### src/rtl/serial_pkg.sv
// rtl/serial_pkg.sv - shared types, defaults and frame-length helper for serial_frame_tx
//
// Contents:
//   state_t          FSM state encoding (IDLE, SHIFT, PAR)
//   DATA_W_DEF       default data bits per frame
//   frame_len()      bits per frame: DATA_W, or DATA_W+1 when PARITY_BIT_EN is defined
//
// Configuration macro: PARITY_BIT_EN

package serial_pkg;

    typedef enum logic [1:0] {
        IDLE  = 2'd0,
        SHIFT = 2'd1,
        PAR   = 2'd2
    } state_t;

    localparam int DATA_W_DEF = 8;

    function automatic int frame_len(input int data_w);
`ifdef PARITY_BIT_EN
        return data_w + 1;
`else
        return data_w;
`endif
    endfunction

endpackage

### src/rtl/serial_frame_tx.sv
// rtl/serial_frame_tx.sv - parallel-to-serial frame transmitter, LSB first, optional even parity bit
//
// Ports:
//   clk        rising-edge clock
//   rst_n      asynchronous active-low reset
//   in_data    parallel word to serialize (DATA_W bits)
//   in_valid   in_data valid this cycle
//   in_ready   word accepted this cycle (IDLE, or final bit of a frame)
//   ser_out    serial bit, registered
//   ser_valid  ser_out carries a frame bit, registered
//   ser_first  first bit of a frame, registered
//   ser_last   final bit of a frame, registered
//
// Configuration macro: PARITY_BIT_EN appends a parity bit (XOR of the data bits) to every frame.

module serial_frame_tx
    import serial_pkg::*;
#(
    parameter int DATA_W = DATA_W_DEF
) (
    input  logic              clk,
    input  logic              rst_n,
    input  logic [DATA_W-1:0] in_data,
    input  logic              in_valid,
    output logic              in_ready,
    output logic              ser_out,
    output logic              ser_valid,
    output logic              ser_first,
    output logic              ser_last
);

    localparam int CW = $clog2(DATA_W + 1);
    // Counter holds the index of the data bit currently on ser_out.
    localparam logic [CW-1:0] LAST_IDX = CW'(DATA_W - 1);
`ifdef PARITY_BIT_EN
    localparam logic [CW-1:0] SAT_CNT = CW'(DATA_W);
`endif

    state_t            state, state_n;
    logic [DATA_W-1:0] shreg, shreg_n;
    logic [CW-1:0]     cnt, cnt_n;
    logic              parity, parity_n;
    logic              out_n, valid_n, first_n, last_n;
    logic              take;

    // Ready depends only on state and counter: the idle state, or the
    // final-bit cycle so the next frame can start with no gap.
`ifdef PARITY_BIT_EN
    assign in_ready = (state == IDLE) || (state == PAR);
`else
    assign in_ready = (state == IDLE) || ((state == SHIFT) && (cnt == LAST_IDX));
`endif

    assign take = in_valid && in_ready;

    always_ff @(posedge clk or negedge rst_n) begin
        if (!rst_n) begin
            state     <= IDLE;
            shreg     <= '0;
            cnt       <= '0;
            parity    <= 1'b0;
            ser_out   <= 1'b0;
            ser_valid <= 1'b0;
            ser_first <= 1'b0;
            ser_last  <= 1'b0;
        end else begin
            state     <= state_n;
            shreg     <= shreg_n;
            cnt       <= cnt_n;
            parity    <= parity_n;
            ser_out   <= out_n;
            ser_valid <= valid_n;
            ser_first <= first_n;
            ser_last  <= last_n;
        end
    end

    always_comb begin
        state_n  = state;
        shreg_n  = shreg;
        cnt_n    = cnt;
        parity_n = parity;
        out_n    = 1'b0;
        valid_n  = 1'b0;
        first_n  = 1'b0;
        last_n   = 1'b0;

        if (take) begin
            // Bit 0 goes straight to the output register; the rest wait in shreg.
            state_n  = SHIFT;
            shreg_n  = in_data >> 1;
            cnt_n    = '0;
            parity_n = 1'b0;
            out_n    = in_data[0];
            valid_n  = 1'b1;
            first_n  = 1'b1;
        end else begin
            case (state)
                SHIFT: begin
                    if (cnt == LAST_IDX) begin
`ifdef PARITY_BIT_EN
                        // parity holds the XOR of bits 0..DATA_W-2; fold in the bit on ser_out.
                        state_n  = PAR;
                        parity_n = parity ^ ser_out;
                        out_n    = parity ^ ser_out;
                        valid_n  = 1'b1;
                        last_n   = 1'b1;
                        cnt_n    = SAT_CNT;
`else
                        // Counter stays saturated at the last index until the next load.
                        state_n  = IDLE;
                        parity_n = parity ^ ser_out;
`endif
                    end else begin
                        shreg_n  = shreg >> 1;
                        out_n    = shreg[0];
                        cnt_n    = cnt + CW'(1);
                        parity_n = parity ^ ser_out;
                        valid_n  = 1'b1;
`ifndef PARITY_BIT_EN
                        last_n   = ((cnt + CW'(1)) == LAST_IDX);
`endif
                    end
                end
                PAR: begin
                    state_n = IDLE;
                end
                default: begin
                    state_n = IDLE;
                end
            endcase
        end
    end

endmodule

### config.mk
export PLATFORM = sky130hd
export DESIGN_NAME = serial_frame_tx
export DESIGN_NICKNAME = d
export VERILOG_FILES = /design/src/rtl/serial_pkg.sv /design/src/rtl/serial_frame_tx.sv
export SDC_FILE = /design/constraint.sdc
export NUM_CORES = 1
export LEC_CHECK = 0
export CORE_AREA = 10 10 49 70
export CTS_CLUSTER_DIAMETER = 120
export DETAILED_ROUTE_END_ITERATION = 10
export DIE_AREA = 0 0 59 80
export GPL_TIMING_DRIVEN = 0
export HOLD_SLACK_MARGIN = 0.12
export PLACE_DENSITY = 0.56
export SLEW_MARGIN = 20
export SYNTH_ARGS = -nofsm -noshare
export SYNTH_HDL_FRONTEND = slang
export SYNTH_SLANG_ARGS = --single-unit
### constraint.sdc
create_clock -name clk -period 1.7 [get_ports clk]
set_clock_uncertainty 0.2 [all_clocks]
set_input_delay 0.425 -clock clk [delete_from_list [all_inputs] [get_ports clk]]
set_output_delay 0.425 -clock clk [all_outputs]
set_load 0.05 [all_outputs]
==> reports/metrics.yaml <==
die:
  design.core.area_mm2: 0.00221
  io_pins: 16
  rows: 21
  dieArea_mm2: 0.00472
  die_x_um: 59
  start_util_pct: 35.1
  die_h_um: 80
cts:
  cts_buffers: 3
  clock_sinks: 16
  cts_htree_levels: 1
  clockBufferDepth: 2
  clk_latency_ps: 290
  clkTransAtPathRegs_ps: 90
  cts_tree: "yes"
  cts-root-buf: "clkbuf_4"
place:
  port_buffers: 14
  gp_congestion: 0.715
  dp.final_hpwl_um: 1050
sta:
  hold_ws_ps: 310
  hold_viol: 0
  slew_headroom_pct: 52.3
  worstMarginPinSlew_ps: 714
  finalMaxSlewViolations: 0
  fmax_mhz: 515
  setup_viol: 2
  period_share_pct: 114
  period_minus_slack_ps: 1940
  rsz0062_at_grt: "true"
  finalWorstSetupSlack_ps: -242
pwr:
  switchingPower_w: 0.000718
  irDropWorstVdd_mv: 0.847
  p_int_w: 0.00118
  seqPwrFrac_pct: 34.0
  switching_share_pct: 37.9
  cellPowerDensity_mw_per_mm2: 1790
  clkPwrFrac_pct: 13.2
  p_leak_nw: 0.472
  power_frac_comb_pct: 52.8
critical_path:
  startpoint_type: "register"
  required_ps: 1070
  critPathBufInv: 2
  cp-end-kind: "output pin"
  cp_max_fo: 2
  crit_slowest_cell: "dfrtp_1"
  worst_path_most_repeated_cell: "buf_12"
  critPathMaxStageDelay_ps: 400
  worstPathArrival_ps: 1320
  path_class: "reg2out"
  crit_family: "flip-flops"
  crit_path_cell_trace: "ha_4, nand2_4, o21ai_4, buf_12, buf_12"
route:
  vias_per_cell: 4.82
  drc_errors: 0
  drt-total-wl_um: 1490
  dr.pass1.iters: 4
  drt-initial-drc-count: 4
  postRouteAntennaNets: 0
  vias: 516
  routedWlPerCell_um: 14.0
logic_synthesis:
  synth.area.top_cells: "dfrtp_1, mux2_2, nand2b_1, mux2i_1, mux2_4"
  synth_top_cell_by_area: "dfrtp_1"
  synth.most_common_cell: "dfrtp_1"
  synth_area_um2: 774
  syn_area_per_cell_um2: 12.7
  synth_cells: 61
  yosysWarnings: 0
  synthDistinctLibCells: 22
  synth.net_count: 74
  ys_seq_elements: 16
  ys.flop_type: "dfrtp_1"
  synth_edf_count: 0
  async_flop_share_pct: 100
  synth_commonest_cells: "dfrtp_1, mux2_2, nand2_1, nand2b_1, mux2i_1"
  ys_seq_area_share_pct: 51.7
  synth_top_area_share_pct: 51.7
run:
  maxCapViolations: 0
final_layout:
  syn_to_final_growth_pct: 36.7
  num_antenna_cells: 0
  drive_gt1_share_pct: 36.9
  nets: 98
  postLayoutCoreUtil_pct: 48.0
global_route:
  grt_overflow: 0
  grt_pass1_wl_um: 2690
  grt_usage_pct: 7.56
  grt_max_degree: 17
  antenna_found_initial: 0
  grt_pass1_vias: 609
hold_path:
  hp-class: "reg2reg"
run_status:
  outcome: "complete, but fails checks"
  violations: "setup timing"
state kept, by name (all words and copies together) (netlist names):
name	flops
shreg	7
cnt	4
ser_first	1
ser_last	1
ser_out	1
ser_valid	1
state	1
layout make-up:
type / instances / area, um2
Fill cell: 219 / 1150
Sequential cell: 16 / 400
Multi-Input combinational cell: 40 / 362
Timing Repair Buffer: 19 / 193
Clock buffer: 4 / 36.3
Buffer: 3 / 31.3
Tap cell: 23 / 28.8
Inverter: 2 / 7.51
routing by layer:
layer	GRT usage [%]	wire [um]	up-vias
li1	-	-	250
met1	7.12	554	255
met2	12.4	792	7
met3	2.39	82	4
met4	6.91	64	0
met5	0	0	-
power by group through the flow:
stage                     logic [W]  clock network, W  registers, W
after floorplan            0.000533                 0      0.000755
after CTS                   0.00102          0.000262      0.000647
after global routing        0.00110          0.000279      0.000666
after global placement     0.000838                 0      0.000656
final                       0.00100          0.000250      0.000645
after detailed placement   0.000848                 0      0.000663
placed cells by master, fill, tap and decap left out, drive strengths merged:
cell	synthesis	layout
dfrtp	16	16
mux2	12	12
clkdlybuf4s50	0	9
buf	2	8
nand2	6	6
nand2b	5	5
clkbuf	1	5
clkdlybuf4s15	0	4
mux2i	3	3
inv	2	2
and2	2	2
nand3	2	2
o21ai	2	2
ha	2	2
xnor2	1	1
xor2	1	1
nor3b	1	1
nand4	1	1
o31ai	1	1
nand3b	1	1
kinds of logic (layout without fill, tap and decap cells):
group / after synthesis / after routing / share of synthesized area, %
AOI/OAI and AO/OA: 3 / 3 / 3.72
xor gates and xnor gates: 2 / 2 / 2.26
adders and majority gates: 2 / 2 / 3.23
buffers and inverters: 5 / 28 / 3.88
DFF: 16 / 16 / 51.7
muxes: 15 / 15 / 22.3
and+or+nand+nor: 18 / 18 / 12.9
final timing paths:
path                       cells after the start                    to  slack (ps)                 start
hold reg to reg                                1  shreg[5]$_DFFE_PN0P_         310  shreg[6]$_DFFE_PN0P_
min in group asynchronous                      1    cnt[0]$_DFFE_PN0P_         350                 rst_n
max in group asynchronous                      1  shreg[6]$_DFFE_PN0P_         500                 rst_n
setup reg to reg                               6  shreg[0]$_DFFE_PN0P_           0    cnt[1]$_DFFE_PN0P_
setup / recovery                               5              in_ready        -240    cnt[1]$_DFFE_PN0P_
hold / removal                                 1  shreg[5]$_DFFE_PN0P_         310  shreg[6]$_DFFE_PN0P_
through the flow:
| step | area (um2) | instances | setup TNS, ps | worst slack (ps) | power [W] |
|---|---|---|---|---|---|
| after floorplan | 786 | 61 | 0 | 4.43 | 0.00129 |
| after global placement | 955 | 98 | -1130 | -885 | 0.00149 |
| after detailed placement | 955 | 98 | -1130 | -881 | 0.00151 |
| after CTS | 1060 | 107 | -351 | -281 | 0.00193 |
| after global routing | 1060 | 107 | -453 | -313 | 0.00205 |
| final | 1060 | 107 | -243 | -242 | 0.00190 |
timing repair:
item | in CTS | in global routing
buffers inserted | 5 | 0
pin swaps | 2 | 1
gates resized for setup | 23 | 0
endpoints found under the setup margin | 7 | 3
hold buffers | 0 | 0
gates cloned | 0 | 0
Note: power is estimated with default switching activity, not from simulation.
